==> src/rtl/sram_req_arbiter_pkg.sv <==
// sram_req_arbiter_pkg: shared FSM/owner encodings and request-bus layout
// Request bus layout, MSB to LSB: {wr, size[1:0], wstrb[3:0], addr[ADDR_W-1:0], wdata[DATA_W-1:0]}
package sram_req_arbiter_pkg;
  typedef enum logic [1:0] {S_IDLE = 2'd0, S_REQ = 2'd1, S_RESP = 2'd2} state_e;
  typedef enum logic {OWN_INST = 1'b0, OWN_DATA = 1'b1} owner_e;
  localparam int CTRL_W = 7;
endpackage

==> src/rtl/sram_req_grant.sv <==
// sram_req_grant: data-priority grant with an inst starvation limit
// Ports: clk, resetn (sync active-low), en (arbiter idle), inst_req/data_req in;
//        grant_inst/grant_data out (combinational, mutually exclusive)
module sram_req_grant import sram_req_arbiter_pkg::*; #(
  parameter int STARVE_LIMIT = 4
) (
  input  logic clk,
  input  logic resetn,
  input  logic en,
  input  logic inst_req,
  input  logic data_req,
  output logic grant_inst,
  output logic grant_data
);
  localparam int CW = $clog2(STARVE_LIMIT + 1);
  localparam logic [CW-1:0] LIM = CW'(STARVE_LIMIT);
  logic [CW-1:0] cnt_q, cnt_d;
  always_comb begin
    grant_data = en && data_req && !(inst_req && cnt_q == LIM);
    grant_inst = en && inst_req && !grant_data;
    cnt_d = (grant_data && inst_req) ? ((cnt_q == LIM) ? cnt_q : cnt_q + 1'b1) :
            (grant_inst || grant_data) ? '0 : cnt_q;
  end
  always_ff @(posedge clk) begin
    if (!resetn) cnt_q <= '0;
    else cnt_q <= cnt_d;
  end
endmodule

==> src/rtl/sram_req_arbiter.sv <==
// sram_req_arbiter: shares one SRAM-like port between inst and data requesters
// Ports: clk, resetn (sync active-low); inst_*/data_* requester sides
//        (req, req_bus in; addr_ok, data_ok, rdata out); mem_* memory side
//        (req, req_bus out; addr_ok, data_ok, rdata in). One transaction in flight.
module sram_req_arbiter import sram_req_arbiter_pkg::*; #(
  parameter int ADDR_W = 32,
  parameter int DATA_W = 32,
  parameter int STARVE_LIMIT = 4,
  localparam int REQ_BUS_WD = CTRL_W + ADDR_W + DATA_W
) (
  input  logic                  clk,
  input  logic                  resetn,
  input  logic                  inst_req,
  input  logic [REQ_BUS_WD-1:0] inst_req_bus,
  output logic                  inst_addr_ok,
  output logic                  inst_data_ok,
  output logic [DATA_W-1:0]     inst_rdata,
  input  logic                  data_req,
  input  logic [REQ_BUS_WD-1:0] data_req_bus,
  output logic                  data_addr_ok,
  output logic                  data_data_ok,
  output logic [DATA_W-1:0]     data_rdata,
  output logic                  mem_req,
  output logic [REQ_BUS_WD-1:0] mem_req_bus,
  input  logic                  mem_addr_ok,
  input  logic                  mem_data_ok,
  input  logic [DATA_W-1:0]     mem_rdata
);
  state_e state_q, state_d;
  owner_e owner_q, owner_d;
  logic [REQ_BUS_WD-1:0] bus_q, bus_d;
  logic gi, gd, resp_i, resp_d;
  // Grants are suppressed while resetn is low so no requester sees an accept that reset discards.
  sram_req_grant #(.STARVE_LIMIT(STARVE_LIMIT)) u_grant (
    .clk        (clk),
    .resetn     (resetn),
    .en         (resetn && state_q == S_IDLE),
    .inst_req   (inst_req),
    .data_req   (data_req),
    .grant_inst (gi),
    .grant_data (gd)
  );
  always_comb begin
    state_d = state_q;
    owner_d = owner_q;
    bus_d = bus_q;
    if (gi || gd) begin
      state_d = S_REQ;
      owner_d = gd ? OWN_DATA : OWN_INST;
      bus_d = gd ? data_req_bus : inst_req_bus;
    end
    if (state_q == S_REQ && mem_addr_ok) state_d = S_RESP;
    if (state_q == S_RESP && mem_data_ok) state_d = S_IDLE;
  end
  always_ff @(posedge clk) begin
    if (!resetn) begin
      state_q <= S_IDLE;
      owner_q <= OWN_INST;
      bus_q <= '0;
    end else begin
      state_q <= state_d;
      owner_q <= owner_d;
      bus_q <= bus_d;
    end
  end
  assign resp_i = state_q == S_RESP && owner_q == OWN_INST;
  assign resp_d = state_q == S_RESP && owner_q == OWN_DATA;
  assign inst_addr_ok = gi;
  assign data_addr_ok = gd;
  assign mem_req = state_q == S_REQ;
  assign mem_req_bus = mem_req ? bus_q : '0;
  assign inst_data_ok = resp_i && mem_data_ok;
  assign data_data_ok = resp_d && mem_data_ok;
  assign inst_rdata = resp_i ? mem_rdata : '0;
  assign data_rdata = resp_d ? mem_rdata : '0;
endmodule

==> config.mk <==
export PLATFORM = sky130hd
export DESIGN_NAME = sram_req_arbiter
export DESIGN_NICKNAME = d
export VERILOG_FILES = /design/src/rtl/sram_req_arbiter_pkg.sv /design/src/rtl/sram_req_grant.sv /design/src/rtl/sram_req_arbiter.sv
export SDC_FILE = /design/constraint.sdc
export NUM_CORES = 1
export LEC_CHECK = 0
export ABC_AREA = 1
export CAP_MARGIN = 20
export CORE_AREA = 2 2 125 127
export DETAILED_ROUTE_END_ITERATION = 10
export DIE_AREA = 0 0 127 129
export DONT_BUFFER_PORTS = 1
export GPL_TIMING_DRIVEN = 0
export REMOVE_ABC_BUFFERS = 1
export SLEW_MARGIN = 5
export SYNTH_ARGS = -nofsm -noshare
export SYNTH_HDL_FRONTEND = slang
export SYNTH_SLANG_ARGS = --single-unit
==> constraint.sdc <==
create_clock -name clk -period 1.7 [get_ports clk]
set_clock_uncertainty 0.2 [all_clocks]
set_input_delay 0.085 -clock clk [delete_from_list [all_inputs] [get_ports clk]]
set_output_delay 0.085 -clock clk [all_outputs]
set_load 0.02 [all_outputs]
**Word-level counts from Yosys, hierarchy flattened**

Index checks and enable logic that the tools add are counted.

- Flip-flop bits (word level): 77
- Bits in latches: 0
- Bits in writable memories: 0
- ROM bits: 0
- Bits of input ports: 180
- Output and inout bits: 140
- Logic and storage cells: 44
- Memories: 0

- $add $sub $neg: 1
- Multipliers: 0
- Divide/modulo/power cells: 0
- Order comparisons: 0
- Equality and inequality tests: 4
- Shift-type cells: 0
- Mux-type cells: 10
- Bitwise operators: 2
- Reduce and logical (&&, ||, !) cells: 22

Operators with widths:

| operator | number |
|---|---|
| 2-to-1 mux 71 bit | 2 |
| 2-to-1 mux 32 bit | 2 |
| logical AND 1 bit | 13 |
| 2-to-1 mux 3 bit | 3 |
| 2-to-1 mux 2 bit | 2 |
| nonzero test 2 bit | 2 |
| adder 3 x 1 -> 3 bit, second input constant | 1 |
| equality test 3 bit, second input constant | 1 |
| OR reduction 3 bit | 1 |
| equality test 2 x 1 -> 1 bit, second input constant | 1 |
| equality test 2 bit, second input constant | 1 |
| logical NOT 1 bit | 2 |
| logical NOT 2 bit | 1 |
| != test 2 bit, second input constant | 1 |
| NOT 1 bit | 2 |
| AND reduction 2 bit | 1 |
| OR reduction 2 bit | 1 |
| logical OR 1 bit | 1 |
| 2-to-1 mux 1 bit | 1 |

**Depth between registers and ports, before layout**

Gate-level depths: netlist (run 1).

- Depth in word-level cells: 9
- Gate-level depth with buffers: 11
- Mapped depth without buffers: 9

**By module**

From an unflattened synthesis (run 1), not the netlist that was laid out.

- Cells, all modules: 846
- Area, all modules: 4813.4 um^2

By module, submodules not included:

| module | instances | cells an instance | area an instance (um^2) |
|---|---|---|---|
| sram_req_arbiter | 1 | 812 | 4593.2 |
| sram_req_grant | 1 | 34 | 220.2 |

**Least setup slack after synthesis (run 1)**

OpenSTA, ideal clock, no wires.

- Path kind: register to output
- Start point: reg state_q[0]
- End point: out mem_req_bus[0]
- Arrival time: 1.480 ns
- Path slack: -0.065 ns
- Stages on the path, launching flop included: 6
- Path through: dfxtp_1 > inv_1 > nor2_1 > inv_2 > clkbuf_1 > nor2_1

- Cells in the longest elaborated chain, start to end: 2

Ends and longest elaborated chain:

| element | line | source |
|---|---|---|
| start: declaration | sram_req_arbiter.sv:29 | `state_e state_q, state_d;` |
| start signal: assignment | sram_req_arbiter.sv:61 | `state_q <= state_d;` |
| equality test 2 x 1 -> 1 bit | sram_req_arbiter.sv:70 | `assign mem_req = state_q == S_REQ;` |
| named net mem_req | sram_req_arbiter.sv:23 | `output logic mem_req,` |
| 2-to-1 mux 71 bit | sram_req_arbiter.sv:71 | `assign mem_req_bus = mem_req ? bus_q : '0;` |
| end: declaration | sram_req_arbiter.sv:24 | `output logic [REQ_BUS_WD-1:0] mem_req_bus,` |

The timed path passes the listed nets, and every way through them passes these cells.

**Worst setup path after layout (run 1)**

- Start point: reg state_q[0]
- End point: out mem_req_bus[11]

Same word-level chain as after synthesis.

==> flow_metrics.py, run 1 <==
metrics = {
    "worst_hold_path": {
        "min_from": "resetn",
        "holdPathStages": 4,
        "min_to": "bus_q[29]",
        "worst_hold_path_type": "input pin to flop",
    },
    "pwr": {
        "irDropWorstVdd_mv": 0.419,
        "leakage_nw": 4.52,
        "powerDensity_nw_per_um2": 805,
    },
    "timing": {
        "finalCritPeriodShare_pct": 121,
        "worstMarginPinSlew_ps": 600,
        "rsz0062_at_grt": "yes",
        "hold_violations": 75,
        "max_freq_mhz": 486,
        "setup_viol": 206,
        "slew_viol_final": 0,
        "min_period_ps": 2060,
        "hold_ws_ps": -267,
        "fin_ws_ps": -357,
        "relSlewSlack_pct": 59.9,
    },
    "global_routing": {
        "overflow": 0,
        "grt_pass1_vias": 5640,
        "grt_max_degree": 78,
        "grtUsageTotal_pct": 26.2,
        "grt_pass1_wl_um": 31800,
        "grt_antenna_before_repair": 3,
    },
    "routing": {
        "drtIter0Drc": 424,
        "drc": 0,
        "ant_nets": 0,
        "wire_per_inst_um": 20.5,
        "via_per_inst": 5.17,
        "drt-total-wl_um": 25800,
        "drt_pass1_iterations": 5,
        "num_vias": 6505,
    },
    "synthesis": {
        "synthFlopType": "dfxtp_1",
        "ys_ff_latch": 77,
        "yosys_warnings": 0,
        "avgSynthCellArea_um2": 5.40,
        "synth_top_area_share_pct": 28.7,
        "syn_area_um2": 5370,
        "yosysUniqueCellTypes": 18,
        "synth_cells": 994,
        "synthTopCellsByCount": "290 x nand2_1, 252 x inv_1, 143 x nor2_1, 77 x dfxtp_1, 77 x nand3_1",
        "synth_edf_count": 0,
        "yosys-top-cells-area": "dfxtp_1 29%, nand2_1 20%, inv_1 18%",
        "yosysSeqAreaShare_pct": 28.7,
        "yosysMostFrequentCell": "nand2_1",
        "synthArstFlopShare_pct": 0,
        "synth_area_leader_cell": "dfxtp_1",
    },
    "die": {
        "rows": 45,
        "start_util_pct": 35.8,
        "die_h_um": 129,
        "dieArea_um2": 16400,
        "coreArea_um2": 15000,
        "ios": 320,
        "die_width_um": 127,
    },
    "clock_tree": {
        "cts_tree": "done",
        "numCtsBuffers": 9,
        "root_buffer": "clkbuf_16",
        "ctsLongestPathBuffers": 2,
        "clk_latency_ps": 340,
        "cts_sinks": 77,
        "path_clk_slew_ps": 60,
        "cts_max_level": 3,
    },
    "place": {
        "placed_area_um2": 5430,
        "dp_hpwl_um": 11700,
        "io_buffer_count": 0,
        "gp_congestion": 0.753,
    },
    "critical_path": {
        "path_class": "flop to primary output",
        "cp_data_arrival_time_ps": 1770,
        "crit_path_max_fanout": 6,
        "r2r_cells": 12,
        "regToRegSetupSlack_ps": -330,
        "r2r-start": "state_q[0]",
        "start_kind": "flop",
        "r2r-end": "bus_q[67]",
        "cp-end-kind": "primary output",
        "critPathRequiredTime_ps": 1410,
    },
    "outcome": {
        "failed_checks": "hold timing, setup timing",
        "outcome": "finished, violations left",
    },
    "finish": {
        "area_growth_pct": 59.3,
        "final_area_um2": 8550,
        "layout-drive-gt1-share_pct": 32.6,
        "fin_util_pct": 57.1,
        "layout.nets": 1246,
    },
    "job": {
        "max-cap-violations": 0,
    },
}
-- per-layer routing --
layer  global-route usage [%]  vias to the layer above  part of all wire, %  wire length [µm]
met4                     14.5                        0                  3.3               850
li1                         -                     3082                    -                 -
met1                     30.6                     3007                   39             10100
met3                     4.66                       50                  7.5              1940
met2                     45.5                      366                   50             13000
met5                        0                        -                    0                 0
-- state kept, by name, summed over array words and instances, names as in the netlist --
signal         count
u_grant.cnt_q      3
state_q            2
owner_q            1
bus_q             71
-- logic make-up (layout without fill, tap and decap cells) --
| family | after synthesis | count (layout) | share of synthesized area, % |
|---|---|---|---|
| buf+inv | 321 | 385 | 23.5 |
| xor+xnor | 1 | 1 | 0.163 |
| flops | 77 | 77 | 28.7 |
| other cells | 0 | 3 | 0 |
| compound gates | 8 | 8 | 0.816 |
| simple gates | 585 | 594 | 46.4 |
| fa+ha+maj | 2 | 2 | 0.466 |
-- repair_timing --
action                                 in CTS  in global routing
gates resized for setup                   158                228
endpoints found under the hold margin      77                 75
buffers inserted                           27                 29
gates cloned                               21                 22
pin swaps                                  14                 36
setup endpoints to repair                 215                213
hold buffers                               16                  9
-- report_power, final --
| part | total [W] | internal, W | leakage [nW] | switching [W] |
|---|---|---|---|---|
| Combinational | 0.00269 | 0.00107 | 3.72 | 0.00163 |
| Sequential | 0.00205 | 0.00199 | 0.639 | 0.0000597 |
| Clock | 0.00214 | 0.00136 | 0.158 | 0.000784 |
| Total | 0.00689 | 0.00442 | 4.52 | 0.00247 |
-- how the worst max path moves through the flow --
stage                    start         endpoint  slack (ps)  cells past startpoint
finish              state_q[0]  mem_req_bus[11]        -360                      6
global route        state_q[0]  mem_req_bus[11]        -410                      6
CTS                 state_q[0]  mem_req_bus[43]        -420                      6
detailed placement  state_q[1]        bus_q[44]       -1290                     10
global placement    state_q[1]        bus_q[44]       -5730                      8
floorplan           state_q[1]         bus_q[0]       -2740                      8
-- metrics by stage --
| step | cells | worst slack (ps) | hold slack [ps] | power, W | TNS [ps] |
|---|---|---|---|---|---|
| detailed placement | 1121 | -1290 | 62.5 | 0.00344 | -171490 |
| CTS | 1199 | -418 | -272 | 0.00628 | -59770 |
| floorplan | 928 | -2740 | 29.3 | 0.00313 | -231040 |
| finish | 1258 | -357 | -267 | 0.00689 | -41160 |
| global route | 1258 | -411 | -252 | 0.00721 | -51670 |
| global placement | 1116 | -5730 | 59.2 | 0.00340 | -514260 |
-- cells in the final DEF, fill, tap and decap left out --
cell | synthesis | final
bufbuf_16 | 0 | 1
inv_2 | 3 | 4
buf_8 | 0 | 6
inv_4 | 0 | 4
dlygate4sd3_1 | 0 | 25
dfxtp_1 | 77 | 72
nand4_1 | 71 | 71
dfxtp_2 | 0 | 1
nand3_4 | 0 | 11
nor2_2 | 1 | 59
clkinv_8 | 0 | 1
inv_8 | 0 | 3
nand2_1 | 290 | 222
nand2_4 | 0 | 11
dfxtp_4 | 0 | 4
nand3_1 | 77 | 66
buf_6 | 0 | 14
clkinv_4 | 0 | 1
inv_1 | 252 | 247
bufinv_16 | 0 | 2
buf_16 | 0 | 6
clkbuf_8 | 0 | 2
buf_12 | 0 | 20
nand2_2 | 0 | 57
buf_4 | 10 | 24
nor2_4 | 0 | 81
o21ai_4 | 0 | 1
clkbuf_16 | 0 | 22
nor2_1 | 143 | 5
a21oi_1 | 6 | 6
ha_4 | 0 | 1
nand3b_1 | 1 | 2
inv_6 | 0 | 3
nand3_2 | 2 | 9
o21ai_0 | 1 | 1
xor2_1 | 1 | 1
ha_1 | 2 | 1
diode_2 | 0 | 3
-- critical path: stages (launching register included) --
cell and delay [ps]:
dfxtp_4 360, inv_6 40, nor2_4 440, inv_8 90, buf_12 170, buf_16 150
nor2_4 170
-- area by class of cell --
class                   count  area [µm²]
clock inverters             3        68.8
inverters                 255         980
diodes                      3        7.51
fillers                  1365        6430
repair buffers            109        1600
repair inverters            7        63.8
flip-flops and latches     77        1560
well taps                 188         235
multi-input cells         605        3780
clock buffers              11         253
Note: power is estimated with default switching activity, not from simulation.
==> inputs of run 2 (changes only) <==
CORE_AREA = 2 2 123 125   (was 2 2 125 127)
DIE_AREA = 0 0 125 127   (was 0 0 127 129)
REMOVE_ABC_BUFFERS = unset   (was 1)
==> flow_metrics.py, run 2 (synthesis results as in run 1) <==
metrics = {
    "critical_path": {
        "cp_data_arrival_time_ps": 1640,
        "worstPathCellList": "nor2_4, inv_8, clkbuf_16, nor2_4",
        "cp-end-kind": "primary output",
        "start_kind": "flop",
        "path_class": "flop to primary output",
        "critPathTopFamily": "simple AND/OR/NAND/NOR gates",
        "crit_path_max_fanout": 10,
        "path_buf_inv": 2,
        "path_depth": 4,
        "cp_slowest_cell": "dfxtp_2",
        "critPathRequiredTime_ps": 1410,
        "max_stage_delay_ps": 380,
        "r2r_cells": 11,
        "cpMostUsedCell": "nor2_4",
    },
    "global_routing": {
        "grt_max_degree": 13,
        "grt_pass1_wl_um": 37900,
        "grt_pass1_vias": 7078,
        "overflow": 0,
        "grt_antenna_before_repair": 4,
        "grtUsageTotal_pct": 30.4,
    },
    "clock_tree": {
        "root_buffer": "clkbuf_16",
        "cts_sinks": 77,
        "clk_latency_ps": 350,
        "cts_tree": "done",
        "cts_max_level": 3,
        "ctsLongestPathBuffers": 2,
        "path_clk_slew_ps": 60,
        "numCtsBuffers": 9,
    },
    "pwr": {
        "seqPwrFrac_pct": 29.1,
        "pwr-share-comb_pct": 38.9,
        "power_switching_w": 0.00257,
        "irDropWorstVdd_mv": 0.417,
        "powerDensity_nw_per_um2": 711,
        "leakage_nw": 5.01,
        "intPower_w": 0.00449,
        "clkPwrFrac_pct": 32.0,
        "p_sw_share_pct": 36.4,
    },
    "routing": {
        "drc": 0,
        "wire_per_inst_um": 19.3,
        "drt_pass1_iterations": 6,
        "drtIter0Drc": 568,
        "ant_nets": 0,
        "num_vias": 7304,
        "via_per_inst": 5.27,
        "drt-total-wl_um": 26700,
    },
    "finish": {
        "layout_common_cells": "243 x inv_1, 236 x nand2_1, 148 x dlygate4sd3_1, 140 x nor2_4, 72 x dfxtp_1",
        "fin_util_pct": 68.8,
        "layout-drive-gt1-share_pct": 30.7,
        "final_common_cell": "inv_1",
        "final_area_um2": 9930,
        "top_regs": "bus_q (71), u_grant.cnt_q (3), state_q (2)",
        "final_cells": 1386,
        "largest_reg_flops": 71,
        "area_growth_pct": 85.0,
        "layout.nets": 1374,
        "regMostFlops": "bus_q",
    },
    "die": {
        "start_util_pct": 37.2,
        "die_width_um": 125,
        "coreArea_um2": 14400,
        "die_h_um": 127,
        "rows": 44,
        "ios": 320,
        "dieArea_um2": 15900,
    },
    "place": {
        "io_buffer_count": 0,
        "dpl.cell_count": 1178,
        "placed_area_um2": 5600,
        "pre_cts_slack_ps": -542,
        "gp_congestion": 0.857,
        "dp_hpwl_um": 14400,
    },
    "timing": {
        "finalCritPeriodShare_pct": 113,
        "rsz0062_at_grt": "yes",
        "slew_viol_final": 0,
        "hold_ws_ps": 68.6,
        "setup_viol": 200,
        "fin_ws_ps": -228,
        "min_period_ps": 1930,
        "hold_violations": 0,
        "max_freq_mhz": 519,
        "worstMarginPinSlew_ps": 743,
        "relSlewSlack_pct": 50.5,
    },
    "worst_hold_path": {
        "worst_hold_path_type": "input pin to flop",
        "holdPathStages": 6,
    },
    "synthesis": {
        "syn_nets": 1176,
    },
    "outcome": {
        "failed_checks": "setup timing",
        "outcome": "finished, violations left",
    },
    "job": {
        "max-cap-violations": 0,
    },
}
[run 2: repair_timing]
| action | CTS | global route |
|---|---|---|
| endpoints found under the hold margin | 77 | 0 |
| pin swaps | 12 | 51 |
| gates cloned | 15 | 4 |
| buffers inserted | 20 | 5 |
| gates resized for setup | 388 | 175 |
| setup endpoints to repair | 213 | 213 |
| hold buffers | 148 | 0 |
[run 2: layout make-up]
class	instances	area [µm²]
Multi-Input combinational cell	598	4200
Buffer	61	654
Timing Repair Buffer	189	1960
Antenna cell	5	12.5
Tap cell	184	230
Sequential cell	77	1550
Fill cell	1075	4490
Clock buffer	13	280
Inverter	255	970
Clock inverter	3	65.1
Timing Repair inverter	1	6.26
[run 2: path summary, 6_finish.rpt]
check / endpoint / slack, ps / from
max: mem_req_bus[68] / -230 / state_q[1]
min: bus_q[26] / 70 / inst_req
max reg2reg: bus_q[22] / -180 / u_grant.cnt_q[0]
min reg2reg: u_grant.cnt_q[2] / 370 / u_grant.cnt_q[2]
[run 2: routing by layer]
metal	global-route usage, %	share of wire (%)	vias up
met4	18.2	7.2	0
met3	6.66	8.3	146
li1	-	-	3334
met5	0	0	-
met2	55.3	51	531
met1	32.3	33	3293
[run 2: worst register-to-register path: stages (launching register included)]
cell and delay, ps:
dfxtp_2 340, inv_2 50, ha_4 180, nand3_4 110, buf_12 140, nand3_4 130, buf_8 200, buf_12 140
nand2_4 50, nand3_2 60, nand2_1 100, inv_1 50
[run 2: power by group through the flow]
stage	sequential [W]	clock [W]	combinational [W]
global route	0.00207	0.00234	0.00296
finish	0.00206	0.00226	0.00275
detailed placement	0.00209	0	0.00146
floorplan	0.00208	0	0.00115
CTS	0.00205	0.00228	0.00237
global placement	0.00208	0	0.00145
[run 2: stage by stage]
stage | TNS, ps | power [W]
after floorplan | 0 | 0.00323
after global placement | -57500 | 0.00353
after detailed placement | -57290 | 0.00355
after CTS | -20500 | 0.00671
after global routing | -37360 | 0.00737
final | -25900 | 0.00706
==> inputs of run 3 (changes only) <==
REMOVE_ABC_BUFFERS = 1   (was unset)
clock period = 1.6 ns   (was 1.7 ns; I/O delays follow)
==> flow_metrics.py, run 3 (synthesis results as in run 1) <==
metrics = {
    "pwr": {
        "pwr-share-comb_pct": 39.3,
        "power_w": 0.00738,
        "power_switching_w": 0.00272,
        "p_sw_share_pct": 36.9,
        "intPower_w": 0.00465,
        "leakage_nw": 4.61,
        "powerDensity_nw_per_um2": 814,
        "irDropWorstVdd_mv": 0.413,
        "clkPwrFrac_pct": 31.0,
        "seqPwrFrac_pct": 29.6,
    },
    "critical_path": {
        "crit_path_max_fanout": 17,
        "cp_data_arrival_time_ps": 1800,
        "critPathRequiredTime_ps": 1320,
        "cp-end-kind": "primary output",
        "start_kind": "flop",
        "path_class": "flop to primary output",
    },
    "clock_tree": {
        "cts_max_level": 3,
        "path_clk_slew_ps": 60,
        "cts_sinks": 77,
        "root_buffer": "clkbuf_16",
        "numCtsBuffers": 9,
        "ctsLongestPathBuffers": 2,
        "cts_tree": "done",
        "clk_latency_ps": 340,
    },
    "routing": {
        "drt-total-wl_um": 27000,
        "ant_nets": 0,
        "drt_pass1_iterations": 5,
        "num_vias": 6803,
        "drc": 0,
        "via_per_inst": 5.33,
        "wire_per_inst_um": 21.2,
        "drtIter0Drc": 411,
    },
    "timing": {
        "slew_viol_final": 0,
        "setup_viol": 214,
        "hold_violations": 77,
        "relSlewSlack_pct": 65.8,
        "finalSetupTns_ps": -66090,
        "rsz0062_at_grt": "yes",
        "fin_ws_ps": -482,
        "hold_ws_ps": -272,
        "max_freq_mhz": 480,
        "min_period_ps": 2080,
        "worstMarginPinSlew_ps": 512,
        "finalCritPeriodShare_pct": 130,
    },
    "die": {
        "rows": 44,
        "dieArea_um2": 15900,
        "coreArea_um2": 14400,
        "die_width_um": 125,
        "die_h_um": 127,
        "ios": 320,
        "start_util_pct": 37.2,
    },
    "finish": {
        "fin_util_pct": 62.8,
        "largest_reg_flops": 71,
        "layout-drive-gt1-share_pct": 37.5,
        "final_common_cell": "inv_1",
        "top_regs": "bus_q (71), u_grant.cnt_q (3), state_q (2)",
        "area_growth_pct": 68.8,
        "layout.nets": 1267,
        "regMostFlops": "bus_q",
        "layout_common_cells": "246 x inv_1, 209 x nand2_1, 95 x nor2_4, 71 x nand4_1, 71 x dfxtp_1",
    },
    "global_routing": {
        "overflow": 0,
        "grtUsageTotal_pct": 26.6,
        "grt_pass1_wl_um": 31700,
        "grt_max_degree": 79,
        "grt_pass1_vias": 5590,
        "grt_antenna_before_repair": 2,
    },
    "place": {
        "gp_congestion": 0.757,
        "dp_hpwl_um": 11700,
        "pre_cts_slack_ps": -1560,
        "io_buffer_count": 0,
    },
    "outcome": {
        "failed_checks": "hold timing, setup timing",
        "outcome": "finished, violations left",
    },
    "worst_hold_path": {
        "worst_hold_path_type": "input pin to flop",
    },
    "job": {
        "max-cap-violations": 0,
    },
}
==> run 3: power by group through the flow <==
stage / clock (W) / combinational (W) / sequential [W]
final: 0.00229 / 0.00290 / 0.00219
after floorplan: 0 / 0.00112 / 0.00220
after CTS: 0.00234 / 0.00202 / 0.00218
after global routing: 0.00240 / 0.00310 / 0.00220
after global placement: 0 / 0.00140 / 0.00221
after detailed placement: 0 / 0.00144 / 0.00222
==> run 3: layer usage <==
layer / up-vias / wire length, µm / GRT usage [%]
met5: - / 0 / 0
met4: 0 / 1310 / 14.3
met3: 82 / 2180 / 4.23
met2: 430 / 13600 / 47.6
met1: 3155 / 9910 / 30.4
li1: 3136 / - / -
==> run 3: final cells by class <==
type / count / area (µm²)
Clock inverter: 6 / 93.8
Antenna cell: 2 / 5.00
Clock buffer: 10 / 239
Tap cell: 184 / 230
Timing Repair Buffer: 126 / 1600
Multi-Input combinational cell: 612 / 4330
Fill cell: 1212 / 5360
Inverter: 255 / 976
Timing Repair inverter: 4 / 37.5
Sequential cell: 77 / 1550
==> run 3: critical path, stage by stage, from the launching register on <==
cell and delay, ps:
dfxtp_4 360, clkinvlp_4 110, nor2_4 410, inv_8 150, buf_16 230, nor2_4 190
==> run 3: path summary, 6_finish.rpt <==
check / start / end / slack, ps / depth (start not counted)
max reg2reg: state_q[0] / bus_q[28] / -330 / 12
max: state_q[0] / mem_req_bus[49] / -480 / 5
min reg2reg: u_grant.cnt_q[0] / u_grant.cnt_q[0] / 360 / 3
min: resetn / bus_q[22] / -270 / 4
==> run 3: stage by stage <==
| stage | hold WS [ps] | cells | area, µm² |
|---|---|---|---|
| 6_report | -272 | 1276 | 9060 |
| 5_1_grt | -276 | 1276 | 9060 |
| 4_1_cts | -310 | 1196 | 6960 |
| 3_5_place_dp | 58.9 | 1117 | 5440 |
| 3_3_place_gp | 54.0 | 1112 | 5300 |
| 2_1_floorplan | 24.3 | 928 | 5060 |
==> run 3: timing repair <==
item / CTS / global route
pin swaps: 10 / 62
gates resized for setup: 164 / 313
hold endpoints to repair: 77 / 77
endpoints found under the setup margin: 215 / 215
buffers inserted: 27 / 33
gates cloned: 16 / 19
hold buffers: 20 / 27
